File: config.mk
export PLATFORM = sky130hd
export DESIGN_NAME = alu_shift_sequencer
export DESIGN_NICKNAME = d
export VERILOG_FILES = /design/src/rtl/alu_seq_pkg.sv /design/src/rtl/alu_shift_sequencer.sv
export SDC_FILE = /design/constraint.sdc
export NUM_CORES = 1
export LEC_CHECK = 0
export ABC_CLOCK_PERIOD_IN_PS = 2100
export CORE_MARGIN = 2
export CORE_UTILIZATION = 36
export DETAILED_ROUTE_END_ITERATION = 10
export HOLD_SLACK_MARGIN = 0.05
export PLACE_DENSITY = 0.69
export REMOVE_ABC_BUFFERS = 1
export SETUP_SLACK_MARGIN = 0.3
export SYNTH_ARGS = -nofsm -noshare
export SYNTH_HDL_FRONTEND = slang
export SYNTH_SLANG_ARGS = --single-unit
File: constraint.sdc
create_clock -name clk -period 2.1 [get_ports clk]
set_input_delay 0.21 -clock clk [delete_from_list [all_inputs] [get_ports clk]]
set_output_delay 0.21 -clock clk [all_outputs]
set_load 0.01 [all_outputs]
File: src/rtl/alu_seq_pkg.sv
// Shared types and constants for the ALU shift sequencer and its downstream ALU.
// Latency: n/a (declarations only).
// Backpressure: n/a.
package alu_seq_pkg;

    localparam int ALU_DATA_W    = 3;
    localparam int ALU_CNT_W     = 3;
    localparam int ALU_MAX_SHIFT = 2 * ALU_DATA_W;

    localparam logic [1:0] OP_NOP   = 2'b00;
    localparam logic [1:0] OP_SHIFT = 2'b01;

    typedef enum logic [2:0] {
        IDLE    = 3'd0,
        CLEAR   = 3'd1,
        RUN     = 3'd2,
        CAPTURE = 3'd3,
        DONE    = 3'd4
    } state_t;

endpackage

File: src/rtl/alu_shift_sequencer.sv
// Command stage: takes {op,A,B,count}, clears the ALU, runs it for count shifts, returns Doutshift.
// Latency: result valid n+3 cycles after accept (n = count saturated to MAX_SHIFT).
// Backpressure: cmd_ready only in IDLE (no queuing); result held in DONE until res_ready.
module alu_shift_sequencer #(
    parameter int DATA_W    = 3,
    parameter int CNT_W     = 3,
    parameter int MAX_SHIFT = 6
) (
    input  logic                  clk,
    input  logic                  rst_n,
    input  logic                  cmd_valid,
    output logic                  cmd_ready,
    input  logic [1:0]            cmd_op,
    input  logic [DATA_W-1:0]     cmd_a,
    input  logic [DATA_W-1:0]     cmd_b,
    input  logic [CNT_W-1:0]      cmd_cnt,
    output logic                  alu_en,
    output logic                  alu_rst_n,
    output logic [1:0]            alu_op,
    output logic [DATA_W-1:0]     alu_a,
    output logic [DATA_W-1:0]     alu_b,
    input  logic [2*DATA_W-1:0]   alu_dout,
    output logic                  res_valid,
    input  logic                  res_ready,
    output logic [2*DATA_W-1:0]   res_data,
    output logic                  busy
);
    import alu_seq_pkg::*;

    localparam logic [CNT_W-1:0] LP_MAX = CNT_W'(MAX_SHIFT);
    localparam logic [CNT_W-1:0] LP_ONE = CNT_W'(1);

    state_t              r_state;
    logic [1:0]          r_op;
    logic [DATA_W-1:0]   r_a;
    logic [DATA_W-1:0]   r_b;
    logic [CNT_W-1:0]    r_cnt;
    logic                r_res_valid;
    logic [2*DATA_W-1:0] r_res_data;
    logic [CNT_W-1:0]    w_cnt_sat;

    // Counts beyond the word width would shift everything out; clamp them
    always_comb begin
        w_cnt_sat = (cmd_cnt > LP_MAX) ? LP_MAX : cmd_cnt;
    end

    // Sequencer FSM with inline shift down-counter and result capture
    always_ff @(posedge clk) begin
        if (!rst_n) begin
            r_state     <= IDLE;
            r_op        <= OP_NOP;
            r_a         <= '0;
            r_b         <= '0;
            r_cnt       <= '0;
            r_res_valid <= 1'b0;
            r_res_data  <= '0;
        end else begin
            case (r_state)
                IDLE: begin
                    if (cmd_valid) begin
                        r_op    <= cmd_op;
                        r_a     <= cmd_a;
                        r_b     <= cmd_b;
                        r_cnt   <= w_cnt_sat;
                        r_state <= CLEAR;
                    end
                end
                CLEAR: begin
                    r_state <= (r_cnt != '0) ? RUN : CAPTURE;
                end
                RUN: begin
                    r_cnt <= r_cnt - LP_ONE;
                    if (r_cnt == LP_ONE) begin
                        r_state <= CAPTURE;
                    end
                end
                CAPTURE: begin
                    r_res_data  <= alu_dout;
                    r_res_valid <= 1'b1;
                    r_state     <= DONE;
                end
                DONE: begin
                    if (res_ready) begin
                        r_res_valid <= 1'b0;
                        r_state     <= IDLE;
                    end
                end
                default: begin
                    r_state <= IDLE;
                end
            endcase
        end
    end

    // ALU drive decoded from state; reset forces an ALU clear alongside our own
    always_comb begin
        alu_en    = 1'b0;
        alu_rst_n = 1'b1;
        alu_op    = OP_NOP;
        if (!rst_n) begin
            alu_en    = 1'b1;
            alu_rst_n = 1'b0;
        end else if (r_state == CLEAR) begin
            alu_en    = 1'b1;
            alu_rst_n = 1'b0;
        end else if (r_state == RUN) begin
            alu_en    = 1'b1;
            alu_op    = r_op;
        end
    end

    assign cmd_ready = rst_n && (r_state == IDLE);
    assign busy      = (r_state != IDLE);
    assign alu_a     = r_a;
    assign alu_b     = r_b;
    assign res_valid = r_res_valid;
    assign res_data  = r_res_data;

endmodule

==> run metrics, run 1 <==
Clock Pin Slew Worst Setup and Hold Paths 0.11 ns; HP Start rst_n; number of antenna violations at the first check in global routing 0; Worst-Skew Late Latency 0.30 ns; clock skew 0.00383 ns; Crit Path Category flip-flop to primary output; sequential-to-total area share from yosys stat 42.4%; Sink Count 21; Total Routing Usage GR between 10% and 20%; Crit. End Element primary output; Initial Util 36.9%; Post-synth top flop dfxtp_1; # nets final 176; Reg power frac 45.1%; Hold Path Stages 3; first-pass GRT wire length approximately 3.8 mm; Register-to-Register Path Depth 4; Die X 56.5 um; Final Hold Fails 0; R2R Path End r_cnt[0]; Async S/R FF share, synth 0%; clock network power share between 15 and 20%; clk root buf clkbuf_4; Psw 0.333 mW; Placement Cell Area 1390 sq um; Period minus WS final 1.73 ns; total wire length 2.20 mm; M1 WL 940 um; syn_area_per_cell 9.19 sq um; routed length per instance 12.1 um; number of port buffers 39; die height around 57 um; WP data required 1.89 ns; DRC errors left 0; Seq cells post-synth 21; total grt overflow 0; ratio of final minimum period to clock period 82.4%; Peak Freq approximately 580 MHz; vias in the first global route around 880; setup_tns 0 ns; most common cell after layout, fill and taps aside clkdlybuf4s50_1; CP startpoint kind flip-flop; Power Internal 0.738 mW; vias roughly 910; commonest non-fill, non-tap cells in the layout 33 x clkdlybuf4s50_1, 19 x dfxtp_1, 18 x nand2_1, 14 x a21oi_1, 9 x nor2_1; max-slew violations 0; vias per cell 4.98; # IOs 40; Worst Max-Slew Pin Slew 0.438 ns; hold endpoint r_state[0]; RSZ-0062 raised after global routing false; number of nets still failing antenna checks after routing 0; CTS Buffer Depth 2; Worst R2R Setup Slack about 0.50 ns; Critical Path AT 1.52 ns; status completed; final instance area 1450 sq um; Die ar. 3190 sq um; total power about 1.1 mW; PwrDens about 740 nW/um^2; synth warn 0; number of cell rows 19; max_cap viols 0; Yosys cell types 30; drt first pass iters 4; Routed met2 length 1.08 mm; combinational share of power 37.1%; H-tree Lvls 1; synthesized cell area about 1000 sq um; HPWL after detailed placement 1.70 mm; P&R area growth vs syn 46.2%; Core Box Area 2690 sq um; CP max FO 4; Min-Delay Path Class primary input to flip-flop; FILL cells around 260; CTS tree done; EDFF count, synth 0; maximum vdd ir drop between 0.4 and 0.5 mV; initial DRC count 10; final setup fails 0; Max-Slew Margin vs Limit 70.7%; cell count after synthesis 108; # hold bufs at CTS 0; Sw Ratio a little under a third; wire length on met3 179 um; Critical R2R Launch r_state[1]; total leakage power ~0.63 nW; gpl congestion ~0.76; CTS Buf Count 3; Highest Signal Layer met3; layout cell share with drive strength beyond 1 about 13%; ant diodes 0; largest net degree at the start of global routing 14
## how the worst max path moves through the flow
stage                     startpoint        end  slack [ns]  cells past startpoint
after floorplan           r_state[1]   r_cnt[1]        0.54                      3
after global placement         rst_n  alu_rst_n        0.25                      4
after detailed placement       rst_n  alu_rst_n        0.21                      4
after CTS                 r_state[0]  alu_op[1]        0.27                      3
after global routing      r_state[2]       busy        0.30                      2
final                     r_state[2]       busy        0.37                      2
## cells in the mapped netlist, types with 2 or more instances
library cell / count / share of area (%)
nor2_1: 9 / 3.4
a211oi_1: 3 / 2.3
nand2_1: 18 / 6.8
a21oi_1: 14 / 7.1
ha_1: 3 / 3.8
buf_6: 4 / 4.5
buf_2: 2 / 1.0
inv_1: 4 / 1.5
mux2i_1: 6 / 6.1
dfxtp_1: 21 / 42
nand3b_1: 3 / 2.3
clkbuf_1: 2 / 0.76
and3_1: 2 / 1.3
## critical path, cell delays in order, from the launching register on
cell and delay, ns:
dfxtp_4 0.38, or3_1 0.36, clkdlybuf4s50_1 0.49
## kinds of logic after synthesis
logic type / after synthesis / synth area share (%)
buffers and inverters: 12 / 7.82
and+or+nand+nor: 41 / 23.7
muxes: 7 / 7.19
xor gates and xnor gates: 1 / 0.883
DFF: 21 / 42.4
AOI/OAI and AO/OA: 23 / 14.3
adders and majority gates: 3 / 3.78
## layout make-up
cell class	instances	area [sq um]	area share, %
Timing Repair Buffer	47	447	30.8
Multi-Input combinational cell	75	494	34.1
Inverter	4	15.0	1.04
Tap cell	31	38.8	2.67
Clock inverter	1	5.00	0.345
Sequential cell	21	428	29.5
Clock buffer	3	22.5	1.55
## power by group through the flow
stage	clock network, mW	logic [mW]	registers, mW
global route	0.220	0.438	0.489
floorplan	0	0.191	0.508
global placement	0	0.377	0.496
detailed placement	0	0.387	0.499
CTS	0.202	0.403	0.483
finish	0.191	0.397	0.482
## state kept, by name, summed over array words and instances, names as in the netlist
signal,flops
alu_b,3
alu_a,3
r_cnt,3
res_data,6
r_state,3
res_valid,1
r_op,2
## metal layers
layer / vias up / track usage, %
met5: - / 0
met3: 0 / 6.68
met4: 0 / 0
li1: 457 / -
met1: 416 / 18.2
met2: 33 / 24.6
## what timing repair did
action                                  4_1_cts  5_1_grt
pin swaps                                     1        0
endpoints found under the setup margin        6        1
resized for setup                            10        1
buffers inserted                              4        0
## per-stage QoR
step	util (%)	worst slack [ns]	std cells	hold WS, ns
3_3_place_gp	51.7	0.250	174	0.442
3_5_place_dp	51.7	0.215	174	0.448
6_report	54.0	0.369	182	0.392
2_1_floorplan	-	0.539	100	0.346
4_1_cts	53.9	0.266	182	0.384
5_1_grt	54.0	0.301	182	0.420
Note: power is estimated with default switching activity, not from simulation.
==> run 2, diff against run 1 <==
- ABC_CLOCK_PERIOD_IN_PS: 2100 -> 1600
- clock period: 2.1 -> 1.6 ns (I/O delays scaled with it)
==> run metrics, run 2 (synthesis gave the netlist of run 1 again) <==
max-slew violations 0; RSZ-0062 raised after global routing true; Cell Chain, Critical Path buf_6 > nor4b_4 > mux2_4 > o21a_1; Period minus WS final roughly 1.5 ns; CTS Buffer Depth 2; Crit. End Element flip-flop; final core utilization 60.8%; most common cell after layout, fill and taps aside clkdlybuf4s50_1; total grt overflow 0; largest net degree at the start of global routing 15; setup_tns 0 ns; final setup fails 0; Clock Pin Slew Worst Setup and Hold Paths 0.13 ns; Power Internal approximately 1.1 mW; Final Hold Fails 0; Max-Slew Margin vs Limit 74.8%; layout cell share with drive strength beyond 1 35.4%; H-tree Lvls 1; total leakage power around 0.75 nW; routed length per instance 13.0 um; max_cap viols 0; DRC errors left 0; CP max stage cell dfxtp_4; Critical Path AT 1.69 ns; clock skew 0.00986 ns; Total Routing Usage GR 16.7%; # IOs 40; Psw 0.527 mW; Crit Path Category flip-flop to flip-flop; die height 56.5 um; clock network power share around 17%; vias in the first global route 961; CP max FO 6; Placed Cells 183; number of antenna violations at the first check in global routing 0; Peak Freq 686 MHz; WP data required 1.83 ns; number of nets still failing antenna checks after routing 0; CTS Buf Count 3; # nets final 186; clk root buf clkbuf_4; max reg flops 6; total wire length between 2 and 2.5 mm; total power 1.61 mW; CTS tree done; number of port buffers 39; # hold bufs at CTS 0; Reg power frac 40.7%; combinational share of power 42.6%; ant diodes 0; maximum vdd ir drop 0.620 mV; final std cells w/o fill 192; Initial Util between 30% and 40%; Largest stage delay, worst path 0.39 ns; Sw Ratio 32.8%; Core Box Area 2690 sq um; Die X 56.5 um; initial DRC count 17; HPWL after detailed placement 1.76 mm; PwrDens 984 nW/um^2; Min-Delay Path Class primary input to flip-flop; ratio of final minimum period to clock period between 90% and 100%; CP startpoint kind flip-flop; Worst Max-Slew Pin Slew 0.374 ns; first-pass GRT wire length 4.17 mm; Worst-Skew Late Latency between 0.3 and 0.4 ns; Sink Count 21; vias 940; Die ar. ~3200 sq um; drt first pass iters 3; commonest non-fill, non-tap cells in the layout 20 x clkdlybuf4s50_1, 17 x dfxtp_1, 13 x dlygate4sd2_1, 11 x nand2_1, 10 x buf_4; gpl congestion 0.761; number of cell rows 19; status completed; vias per cell approximately 5; P&R area growth vs syn 64.7%
[run 2: cell count changes in the layout (fill, tap and decap cells not counted), moves of 2 or more]
cell	before	now
buf_4	8	10
nand2_2	0	4
nand2_4	0	3
a21oi_1	14	6
a21oi_2	0	8
clkdlybuf4s50_1	33	20
buf_2	0	6
dfxtp_1	19	17
buf_6	0	7
nand2_1	18	11
dlygate4sd2_1	5	13
[run 2: metrics by stage]
| stage | cell area [sq um] | worst slack [ns] | hold slack [ns] |
|---|---|---|---|
| final | 1630 | 0.143 | 0.374 |
| after global routing | 1630 | 0.0987 | 0.355 |
| after global placement | 1470 | -0.0452 | 0.437 |
| after floorplan | 930 | 0.0394 | 0.296 |
| after CTS | 1590 | 0.133 | 0.364 |
| after detailed placement | 1470 | -0.0507 | 0.450 |
[run 2: power by group through the flow]
| stage | clock network [mW] | logic [mW] | registers (mW) |
|---|---|---|---|
| finish | 0.268 | 0.685 | 0.655 |
| global route | 0.309 | 0.743 | 0.665 |
| CTS | 0.276 | 0.647 | 0.648 |
| detailed placement | 0 | 0.577 | 0.651 |
| global placement | 0 | 0.566 | 0.647 |
| floorplan | 0 | 0.251 | 0.667 |
[run 2: critical path: cells and delay by family, from the launching register on]
kind                   cells  cell delay, ns
buffers and inverters      1            0.12
AOI/OAI and AO/OA          1            0.16
DFF                        1            0.39
and+or+nand+nor            1            0.37
muxes                      1            0.33
[run 2: timing repair]
action,CTS,global route
endpoints found under the setup margin,37,18
pin swaps,20,6
setup buffers,5,0
gates resized for setup,68,10
cloned,0,0
[run 2: layer usage]
metal | vias to the layer above | GRT usage, % | wire [um]
li1 | 477 | - | -
met1 | 431 | 19.1 | 1010
met2 | 28 | 29.7 | 1310
met3 | 4 | 5.53 | 161
met4 | 0 | 3.74 | 17
met5 | - | 0 | 0
[run 2: final cells by class]
type                       instances  area (sq um)
timing repair buffer              57           518
fill                             246          1050
multi-input combinational         75           599
sequential                        21           433
clock inverter                     1          7.51
tap                               31          38.8
clock buffer                       3          22.5
inverter                           4          15.0
[run 2: final timing paths]
kind              start        to  slack, ns  cells past startpoint
max          r_state[2]  r_cnt[1]       0.14                      4
min            cmd_a[1]  alu_a[1]       0.37                      3
max reg2reg  r_state[2]  r_cnt[1]       0.14                      4
min reg2reg    alu_b[1]  alu_b[1]       0.47                      2
==> run 3, diff against run 2 <==
- SETUP_SLACK_MARGIN: 0.3 -> default
==> run metrics, run 3 (synthesis gave the netlist of run 1 again) <==
most common cell after layout, fill and taps aside clkdlybuf4s50_1; setup repair bufs after CTS 0; max reg flops 6; total wire length between 2 and 2.5 mm; family with the most delay on the worst path flip-flops; vias between 900 and 1000; commonest non-fill, non-tap cells in the layout 33 x clkdlybuf4s50_1, 18 x nand2_1, 18 x dfxtp_1, 14 x a21oi_1, 12 x buf_4; vias in the first global route 873; Critical path origin r_state[1]; CP bufs+invs 1; drt first pass iters 4; max-slew violations 0; die height 56.5 um; Worst Max-Slew Pin Slew 0.473 ns; Clock Pin Slew Worst Setup and Hold Paths 0.12 ns; Critical Path AT 1.35 ns; FILL cells 259; HPWL after detailed placement 1.76 mm; Final Hold Fails 0; CTS Buffer Depth 2; Critical R2R Launch r_state[0]; Period minus WS final 1.51 ns; Initial Util 36.9%; dpl ws -0.0507 ns; routed length per instance 11.9 um; number of antenna violations at the first check in global routing 0; final setup fails 0; Total Routing Usage GR 15.6%; # hold bufs at CTS 0; maximum vdd ir drop approximately 0.56 mV; vias per cell 4.88; DRC errors left 0; largest net degree at the start of global routing 15; Worst-Skew Late Latency 0.31 ns; WP data required between 1 and 1.5 ns; CTS tree done; Min-Delay Path Class primary input to flip-flop; CTS Buf Count 3; Core Box Area 2690 sq um; Crit Path Category flip-flop to primary output; PwrDens 971 nW/um^2; # IOs 40; Die X 56.5 um; initial DRC count 10; Crit. End Element primary output; first-pass GRT wire length 3.87 mm; H-tree Lvls 1; status completed; Max-Slew Margin vs Limit 68.4%; clk root buf clkbuf_4; Cell Chain, Critical Path or3_1 > dlygate4sd2_1; clock skew approximately 0.009 ns; max_cap viols 0; CP startpoint kind flip-flop; CP max stage cell dfxtp_4; ratio of final minimum period to clock period 94.5%; slack of the critical path ~0.09 ns; layout cell share with drive strength beyond 1 16.0%; RSZ-0062 raised after global routing false; ant diodes 0; Die ar. 3190 sq um; # nets final about 180; Sink Count 21; Largest stage delay, worst path 0.38 ns; P&R area growth vs syn 51.2%; Placed Cells between 150 and 200; total leakage power 0.639 nW; number of nets still failing antenna checks after routing 0; number of cell rows 19; gpl congestion between 0.7 and 0.8; CP max FO 6; total grt overflow 0; number of port buffers 39; Peak Freq 661 MHz; final std cells w/o fill 187; HP Start cmd_a[1]
-- run 3: area by class of cell --
| type | instances | area, sq um | area share [%] |
|---|---|---|---|
| multi-input cells | 75 | 494 | 32.9 |
| inverters | 4 | 15.0 | 1.00 |
| flip-flops and latches | 21 | 432 | 28.8 |
| clock inverters | 1 | 7.51 | 0.500 |
| clock buffers | 3 | 22.5 | 1.50 |
| repair buffers | 52 | 490 | 32.7 |
| well taps | 31 | 38.8 | 2.59 |
-- run 3: path summary, 6_finish.rpt --
path	end	slack, ns	cells past startpoint
hold / removal	alu_a[1]	0.38	3
setup reg to reg	alu_a[0]	0.10	5
setup / recovery	busy	0.09	2
hold reg to reg	alu_b[0]	0.46	2
-- run 3: stage by stage --
stage | utilization, % | TNS (ns) | power [mW] | area [sq um] | hold WS (ns)
2_1_floorplan | - | 0 | 0.918 | 930 | 0.296
3_3_place_gp | 54.7 | -0.335 | 1.21 | 1470 | 0.437
3_5_place_dp | 54.7 | -0.368 | 1.23 | 1470 | 0.450
4_1_cts | 55.9 | 0 | 1.48 | 1500 | 0.366
5_1_grt | 55.8 | 0 | 1.57 | 1500 | 0.365
6_report | 55.8 | 0 | 1.46 | 1500 | 0.379
-- run 3: repair_timing --
| item | in CTS | in global routing |
|---|---|---|
| pin swaps | 1 | 0 |
| resized for setup | 12 | 3 |
| hold endpoints to repair | 0 | 0 |
| setup endpoints to repair | 6 | 2 |
-- run 3: worst reg2reg max path, stage by stage (launching register included) --
cell and delay, ns:
dfxtp_4 0.39, buf_12 0.14, or4b_1 0.58, buf_4 0.19, nand2_1 0.06, a21oi_1 0.06
-- run 3: power by group --
group / switching [mW] / internal (mW) / leakage (nW) / total, mW
registers: 0.0533 / 0.590 / 0.174 / 0.643
logic: 0.231 / 0.320 / 0.452 / 0.551
clock network: 0.168 / 0.0955 / 0.0139 / 0.263
total: 0.452 / 1.01 / 0.639 / 1.46
-- run 3: metal layers --
| layer | routed length, um | track usage (%) | vias up |
|---|---|---|---|
| met5 | 0 | 0 | - |
| met4 | 34 | 4.08 | 0 |
| met3 | 166 | 5.53 | 6 |
| met2 | 1110 | 26.2 | 31 |
| met1 | 916 | 18.7 | 409 |
| li1 | - | - | 467 |
